File: src/rtl/pl_int_collector.sv
// Interrupt collector: per-source rising-edge capture, pending/miss/count state,
// aggregated level IRQ with holdoff. Optional FIQ routing: define PL_INT_FIQ_ROUTE_EN.

// Level-IRQ generator: asserts on request, then enforces a minimum low gap once it drops.
module pl_int_irq_fsm #(
  parameter int HOLDOFF_CYC = 4
) (
  input  logic clk100,
  input  logic rst,
  input  logic req_i,
  output logic irq_o
);

  localparam int TMR_W = (HOLDOFF_CYC > 1) ? $clog2(HOLDOFF_CYC) : 1;
  localparam logic [TMR_W-1:0] TMR_LOAD = (HOLDOFF_CYC > 0) ? TMR_W'(HOLDOFF_CYC - 1) : '0;

  typedef enum logic [1:0] {IDLE, ASSERT, HOLDOFF} state_t;

  state_t           state;
  logic [TMR_W-1:0] timer;

  // NOTE: sequential state uses non-blocking (<=) so every register samples pre-edge values.
  always_ff @(posedge clk100 or posedge rst) begin
    if (rst) begin
      state <= IDLE;
      timer <= '0;
      irq_o <= 1'b0;
    end else begin
      case (state)
        IDLE: begin
          if (req_i) begin
            state <= ASSERT;
            irq_o <= 1'b1;
          end
        end
        ASSERT: begin
          if (!req_i) begin
            irq_o <= 1'b0;
            if (HOLDOFF_CYC == 0) begin
              state <= IDLE;
            end else begin
              state <= HOLDOFF;
              timer <= TMR_LOAD;
            end
          end
        end
        HOLDOFF: begin
          // Requests are deliberately ignored here; pending bits keep latching upstream.
          if (timer == '0) state <= IDLE;
          else             timer <= timer - 1'b1;
        end
        default: begin
          state <= IDLE;
          irq_o <= 1'b0;
        end
      endcase
    end
  end

endmodule

module pl_int_collector #(
  parameter int N_SRC       = 3,
  parameter int CNT_W       = 32,
  parameter int HOLDOFF_CYC = 4
) (
  input  logic                   clk100,
  input  logic                   rst,
  input  logic [N_SRC-1:0]       src_i,
  input  logic [N_SRC-1:0]       en_i,
  input  logic [N_SRC-1:0]       clr_i,
  input  logic                   cnt_clr_i,
`ifdef PL_INT_FIQ_ROUTE_EN
  input  logic [N_SRC-1:0]       fiq_sel_i,
  output logic                   fiq_o,
`endif
  output logic                   irq_o,
  output logic [N_SRC-1:0]       pending_o,
  output logic [N_SRC-1:0]       miss_o,
  output logic [N_SRC*CNT_W-1:0] int_cnt_o
);

  logic [N_SRC-1:0] src_d;
  logic [N_SRC-1:0] acc;
  logic [N_SRC-1:0] pending;
  logic [N_SRC-1:0] miss;
  logic [CNT_W-1:0] cnt [N_SRC];
  logic             req_irq;

  // Disabled sources are dropped outright: no pending, no miss, no count.
  assign acc = src_i & ~src_d & en_i;

  always_ff @(posedge clk100 or posedge rst) begin
    if (rst) begin
      // All-ones so a source already high when reset releases is not seen as an edge.
      src_d   <= '1;
      pending <= '0;
      miss    <= '0;
      for (int i = 0; i < N_SRC; i++) cnt[i] <= '0;
    end else begin
      src_d   <= src_i;
      pending <= (pending & ~clr_i) | acc;
      miss    <= cnt_clr_i ? '0 : (miss | (acc & pending & ~clr_i));
      for (int i = 0; i < N_SRC; i++) begin
        if (cnt_clr_i)                    cnt[i] <= acc[i] ? CNT_W'(1) : '0;
        else if (acc[i] && cnt[i] != '1)  cnt[i] <= cnt[i] + 1'b1;
      end
    end
  end

  assign pending_o = pending;
  assign miss_o    = miss;

  for (genvar g = 0; g < N_SRC; g++) begin : g_cnt_out
    assign int_cnt_o[g*CNT_W +: CNT_W] = cnt[g];
  end

`ifdef PL_INT_FIQ_ROUTE_EN
  logic req_fiq;
  assign req_irq = |(pending & en_i & ~fiq_sel_i);
  assign req_fiq = |(pending & en_i & fiq_sel_i);

  pl_int_irq_fsm #(.HOLDOFF_CYC(HOLDOFF_CYC)) u_fiq_fsm (
    .clk100 (clk100),
    .rst    (rst),
    .req_i  (req_fiq),
    .irq_o  (fiq_o)
  );
`else
  assign req_irq = |(pending & en_i);
`endif

  pl_int_irq_fsm #(.HOLDOFF_CYC(HOLDOFF_CYC)) u_irq_fsm (
    .clk100 (clk100),
    .rst    (rst),
    .req_i  (req_irq),
    .irq_o  (irq_o)
  );

endmodule

File: config.mk
export PLATFORM = sky130hd
export DESIGN_NAME = pl_int_collector
export DESIGN_NICKNAME = d
export VERILOG_FILES = /design/src/rtl/pl_int_collector.sv
export SDC_FILE = /design/constraint.sdc
export NUM_CORES = 1
export LEC_CHECK = 0
export ABC_AREA = 1
export ABC_CLOCK_PERIOD_IN_PS = 4350
export CORE_UTILIZATION = 25
export CTS_CLUSTER_SIZE = 14
export DETAILED_ROUTE_END_ITERATION = 10
export MAX_ROUTING_LAYER = met4
export PLACE_DENSITY = 0.52
export SKIP_CTS_REPAIR_TIMING = 1
export SLEW_MARGIN = 40
export SYNTH_ARGS = -nofsm -noshare
export SYNTH_HDL_FRONTEND = slang
export SYNTH_SLANG_ARGS = --single-unit
File: constraint.sdc
create_clock -name clk100 -period 4.35 [get_ports clk100]
set_input_delay 0.87 -clock clk100 [delete_from_list [all_inputs] [get_ports clk100]]
set_output_delay 0.87 -clock clk100 [all_outputs]
set_load 0.1 [all_outputs]
==> results.yml, run 1 <==
timing:
  period_share: 0.591
  maxSlewHeadroom: 0.442
  skew_ns: 0.0102
  finalSetupViolCount: 0
  setup_tns_ns: 0
  fin_ws_ns: 1.78
  hold_viol_final: 0
  worst_pin_slew_ns: 0.836
  slew_violations: 0
  whs_ns: 0.500
  fmax_ghz: 0.389
  grt_setup_unrepaired: "no"
  fin_crit_ns: 2.57
die:
  die-area_um2: 29700
  start_util: 0.257
  core_area_um2: 28200
  die_width_um: 172
  io_pins: 115
  core.rowCount: 61
  die-height_um: 172
flow_run:
  maxCapViolCount: 0
clock_tree:
  clk_pin_slew_worst_paths_ns: 0.08
  cts_buffers: 9
  insertion_delay_ns: 0.35
  cts_tree: "yes"
  cts_max_level: 3
  clockBufferDepth: 2
  clock-sinks: 110
  cts_root_buffer: "clkbuf_16"
drt:
  vias: 7065
  drc: 0
  drt_iter0_drc: 460
  wl_um: 21900
  drtAntennaViolNets: 0
  wire_per_inst_um: 14.1
  drt-pass1-iter-count: 5
  via_per_inst: 4.53
setup_path:
  max_stage_delay_ns: 0.64
  rrSetupSlack_ns: 2.11
  crit_fanout: 17
  critical_path.top_delay_family: "compound AO/OA/AOI/OAI gates"
  critPathBufInv: 2
  cp-start-kind: "input pin"
  slowest_stage: "a21oi_2"
  cp.required_ns: 4.64
  critical_path_arrival_ns: 2.86
  critPathKind: "input pin to flip-flop"
  path_cells: "clkdlybuf4s50_1 > nand2_1 > nor2_2 > inv_1 > a21oi_2 > nand2_1 > a21oi_2"
  endpoint_kind: "flip-flop"
yosys:
  synthAdderAreaFrac: 0.00828
  synth_fp_nets: 1086
  synth_cells: 1070
  synth.area.top_cells: "dfrtp_1 37%, nand2_1 19%, nand3_1 9.0%, nor2_1 7.6%, inv_1 5.3%"
  synth_top_area_share: 0.369
  synth_simple_gate_area_frac: 0.454
  yosys_warnings: 0
  seq_area_frac_synth: 0.380
  syn-cell-area_um2: 7250
  yosys.area.top_type: "dfrtp_1"
  synth_top_family_by_area: "simple AND/OR/NAND/NOR gates"
  synth.avg_cell_area_um2: 6.78
  synth_compound_area_frac: 0.0428
  synth_cell_types: 38
  synth-xor-area-share: 0.0362
  synth_mux_area_frac: 0
  ys_ff_latch: 110
global_routing:
  grt_pass1_vias: 6571
  overflow: 0
  grt_max_degree: 67
  antenna_found_initial: 0
  grt_pass1_wl_um: 35400
  grtUsageTotal: 0.158
cells_and_area:
  finalInstanceArea_um2: 8530
  diodes: 0
  syn_to_final_growth_pct: 17.7
  fill_cells: 3140
  multi_input_area_um2: 3920
  nets: 1192
  regArea_um2: 2760
  drive_above_1_share: 0.155
power:
  p_leak_uw: 0.00421
  peakVddDrop_v: 0.000165
  p_per_area_nw_per_um2: 251
placed_design:
  place_ws_ns: 1.40
  portBuffers: 114
  gp_congestion: 0.844
  placed_area_um2: 8250
  dp_hpwl_um: 16200
outcome:
  status: "finished clean"
worst_hold_path:
  min_path_type: "flip-flop to flip-flop"
==> final timing paths <==
check                         startpoint       endpoint  cells after the start
max                              en_i[2]  int_cnt_o[69]                      7
min                            miss_o[2]      miss_o[2]                      2
max reg2reg                int_cnt_o[33]  int_cnt_o[42]                     10
min reg2reg                    miss_o[2]      miss_o[2]                      2
max in group asynchronous            rst  int_cnt_o[22]                      3
min in group asynchronous            rst  int_cnt_o[47]                      2
==> through the flow <==
step / instances / total power (µW) / util
floorplan: 1070 / 1280 / -
detailed placement: 1543 / 1340 / 0.293
global placement: 1543 / 1350 / 0.311
finish: 1559 / 2140 / 0.303
global route: 1559 / 2240 / 0.303
CTS: 1559 / 2190 / 0.303
==> layout by cell type, fill, tap and decap left out, types with 18 or more instances in the layout <==
cell type,instances
nor2_1,146
o21ai_0,22
inv_1,102
dfrtp_1,107
buf_2,103
nand2_1,376
xor2_1,24
nand3b_1,18
nand3_1,130
==> report_power, final <==
group | leakage [µW] | switching, µW | internal, µW
combinational | 0.00256 | 197 | 49.9
sequential | 0.00151 | 17.8 | 1050
clock | 0.000139 | 414 | 409
==> sequential cells by signal (all words and copies together), names as in the netlist <==
signal and cells:
int_cnt_o 96, miss_o 3, pending_o 3, src_d 3
u_irq_fsm.irq_o 1, u_irq_fsm.state 2, u_irq_fsm.timer 2
==> area by class of cell <==
type / instances / area share
Timing Repair Buffer: 119 / 0.0792
Clock inverter: 6 / 0.00513
Tap cell: 378 / 0.0554
Inverter: 109 / 0.0490
Clock buffer: 10 / 0.0280
Multi-Input combinational cell: 827 / 0.460
Sequential cell: 110 / 0.323
==> cell families after synthesis <==
logic type | count (synthesis)
compound gates | 55
xor+xnor | 30
fa+ha+maj | 5
buf+inv | 133
flops | 110
simple gates | 737
==> synthesized netlist by cell type (all sizes together) <==
cell	n
o21ai	36
or2	3
nor2	165
maj3	1
nand4	14
nor3	6
clkinv	1
inv	108
dfrtp	107
clkbuf	11
a21o	1
xnor2	6
dfstp	3
a31oi	1
ha	4
nand3b	18
xor2	24
buf	13
o21bai	4
nand3	132
nor3b	3
a21oi	12
nand2	396
a22oi	1
==> tightest hold or removal path: stages (launching register included) <==
cell     delay, ns
dfrtp_1       0.35
a31oi_1       0.04
nor2_1        0.07
==> per-layer routing <==
layer | vias up | GRT usage | part of all wire
li1 | 3587 | - | -
met1 | 3331 | 0.208 | 0.48
met2 | 138 | 0.258 | 0.48
met3 | 9 | 0.0224 | 0.033
met4 | 0 | 0.0308 | 0.0066
met5 | - | - | 0
Note: power is estimated with default switching activity, not from simulation.
==> run 2, diff against run 1 <==
--- a/config.mk
+++ b/config.mk
@@ -6,7 +6,7 @@
 export NUM_CORES = 1
 export LEC_CHECK = 0
 export ABC_AREA = 1
-export ABC_CLOCK_PERIOD_IN_PS = 4350
+export ABC_CLOCK_PERIOD_IN_PS = 2500
 export CORE_UTILIZATION = 25
 export CTS_CLUSTER_SIZE = 14
 export DETAILED_ROUTE_END_ITERATION = 10
==> constraint.sdc (replaced) <==
create_clock -name clk100 -period 2.5 [get_ports clk100]
set_input_delay 0.5 -clock clk100 [delete_from_list [all_inputs] [get_ports clk100]]
set_output_delay 0.5 -clock clk100 [all_outputs]
set_load 0.1 [all_outputs]
==> run 2 against run 1 <==
Core utilization grew 1.3 points. Critical path depth grew 3. Non-clock buffer count grew 9. Final cell count grew 0.58%. Routed wire length shrank 0.48%. Combinational power grew 81%. Total power grew 82%. Die area is the same. Via count shrank 0.40%. Global-route usage shrank 0.11 points. Sequential share of layout area shrank 1.3 points. Critical endpoint is now int_cnt_o[40].
==> results.yml, run 2 (synthesized netlist as in run 1, its figures left out) <==
placed_design:
  portBuffers: 114
  gp_congestion: 0.847
  dp_hpwl_um: 16000
timing:
  grt_setup_unrepaired: "no"
  fmax_ghz: 0.488
  maxSlewHeadroom: 0.547
  worst_pin_slew_ns: 0.677
  setup_tns_ns: 0
  finalSetupViolCount: 0
  skew_ns: 0.0157
  hold_viol_final: 0
  slew_violations: 0
  fin_crit_ns: 2.05
  period_share: 0.820
cells_and_area:
  syn_to_final_growth_pct: 22.7
  nets: 1201
  postLayoutCoreUtil: 0.316
  drive_above_1_share: 0.161
  layout_common_cells: "376 x nand2_1, 146 x nor2_1, 130 x nand3_1"
  diodes: 0
  largest_reg_flops: 96
  fill_cells: 3060
  final_common_cell: "nand2_1"
clock_tree:
  cts_root_buffer: "clkbuf_16"
  insertion_delay_ns: 0.36
  clk_pin_slew_worst_paths_ns: 0.08
  clockBufferDepth: 2
  clock-sinks: 110
  cts_buffers: 9
  cts_max_level: 3
  cts_tree: "yes"
setup_path:
  cp-start-kind: "flip-flop"
  crit_fanout: 22
  crit_start: "int_cnt_o[33]"
  rrSetupSlack_ns: 0.45
  endpoint_kind: "flip-flop"
  critPathKind: "flip-flop to flip-flop"
  critical_path_arrival_ns: 2.34
  cp.required_ns: 2.79
  rr_startpoint: "int_cnt_o[33]"
global_routing:
  antenna_found_initial: 0
  grt_pass1_vias: 6695
  grt_pass1_wl_um: 35400
  overflow: 0
  grtUsageTotal: 0.157
  grt_max_degree: 111
worst_hold_path:
  min_path_type: "flip-flop to flip-flop"
  worstHoldStart: "miss_o[2]"
power:
  p_leak_uw: 0.00425
  peakVddDrop_v: 0.000300
  p_per_area_nw_per_um2: 436
die:
  start_util: 0.257
  die_width_um: 172
  core.rowCount: 61
  core_area_um2: 28200
  die-area_um2: 29700
  die-height_um: 172
  io_pins: 115
drt:
  wl_um: 21800
  via_per_inst: 4.49
  drc: 0
  vias: 7037
  wire_per_inst_um: 13.9
  drt_iter0_drc: 411
  drtAntennaViolNets: 0
  drt-pass1-iter-count: 5
flow_run:
  maxCapViolCount: 0
outcome:
  status: "finished clean"
[run 2: cell count changes in the layout (fill, tap and decap cells not counted), sizes merged]
cell / before / now
buf: 108 / 117
clkinv: 4 / 1
bufinv: 0 / 1
clkinvlp: 1 / 2
inv: 110 / 111
[run 2: through the flow]
| stage | setup WS (ns) | cell area [µm²] | hold WS (ns) | instances | total power (µW) |
|---|---|---|---|---|---|
| floorplan | 0.134 | 7250 | 0.499 | 1070 | 2220 |
| global placement | 0.366 | 8580 | 0.482 | 1552 | 2350 |
| detailed placement | 0.320 | 8580 | 0.508 | 1552 | 2350 |
| CTS | 0.425 | 8900 | 0.527 | 1568 | 3950 |
| global route | 0.230 | 8900 | 0.562 | 1568 | 4050 |
| finish | 0.451 | 8900 | 0.518 | 1568 | 3880 |
[run 2: area by class of cell]
class	count	area (µm²)	share of cell area
flip-flops and latches	110	2760	0.310
repair buffers	128	1010	0.114
inverters	109	417	0.0468
clock buffers	10	239	0.0269
multi-input cells	827	3920	0.441
well taps	378	473	0.0532
clock inverters	6	75.1	0.00844
[run 2: worst paths after layout]
| check | end | cells after the start |
|---|---|---|
| worst max-delay path | int_cnt_o[40] | 10 |
| min in group asynchronous | int_cnt_o[31] | 3 |
| max in group asynchronous | int_cnt_o[62] | 3 |
| worst min-delay path | miss_o[2] | 2 |
| worst min register to register | miss_o[2] | 2 |
| worst max register to register | int_cnt_o[40] | 10 |
[run 2: routing by layer]
layer | track usage | part of all wire | wire (µm)
met1 | 0.208 | 0.50 | 10900
met3 | 0.0211 | 0.028 | 618
met2 | 0.252 | 0.46 | 10100
met4 | 0.0362 | 0.011 | 232
met5 | - | 0 | 0
[run 2: critical path, cell delays in order (launching register included)]
cell     delay [ns]
dfrtp_1        0.47
ha_1           0.24
nand2_2        0.09
nor2_4         0.19
nand2_4        0.10
nor2_8         0.16
nand2_2        0.10
nand2_4        0.14
buf_4          0.28
nand3_1        0.10
nand2_1        0.09
[run 2: report_power, final]
group | total [µW] | switching, µW | internal (µW)
sequential | 1860 | 32.6 | 1830
clock | 1570 | 749 | 826
combinational | 447 | 340 | 107
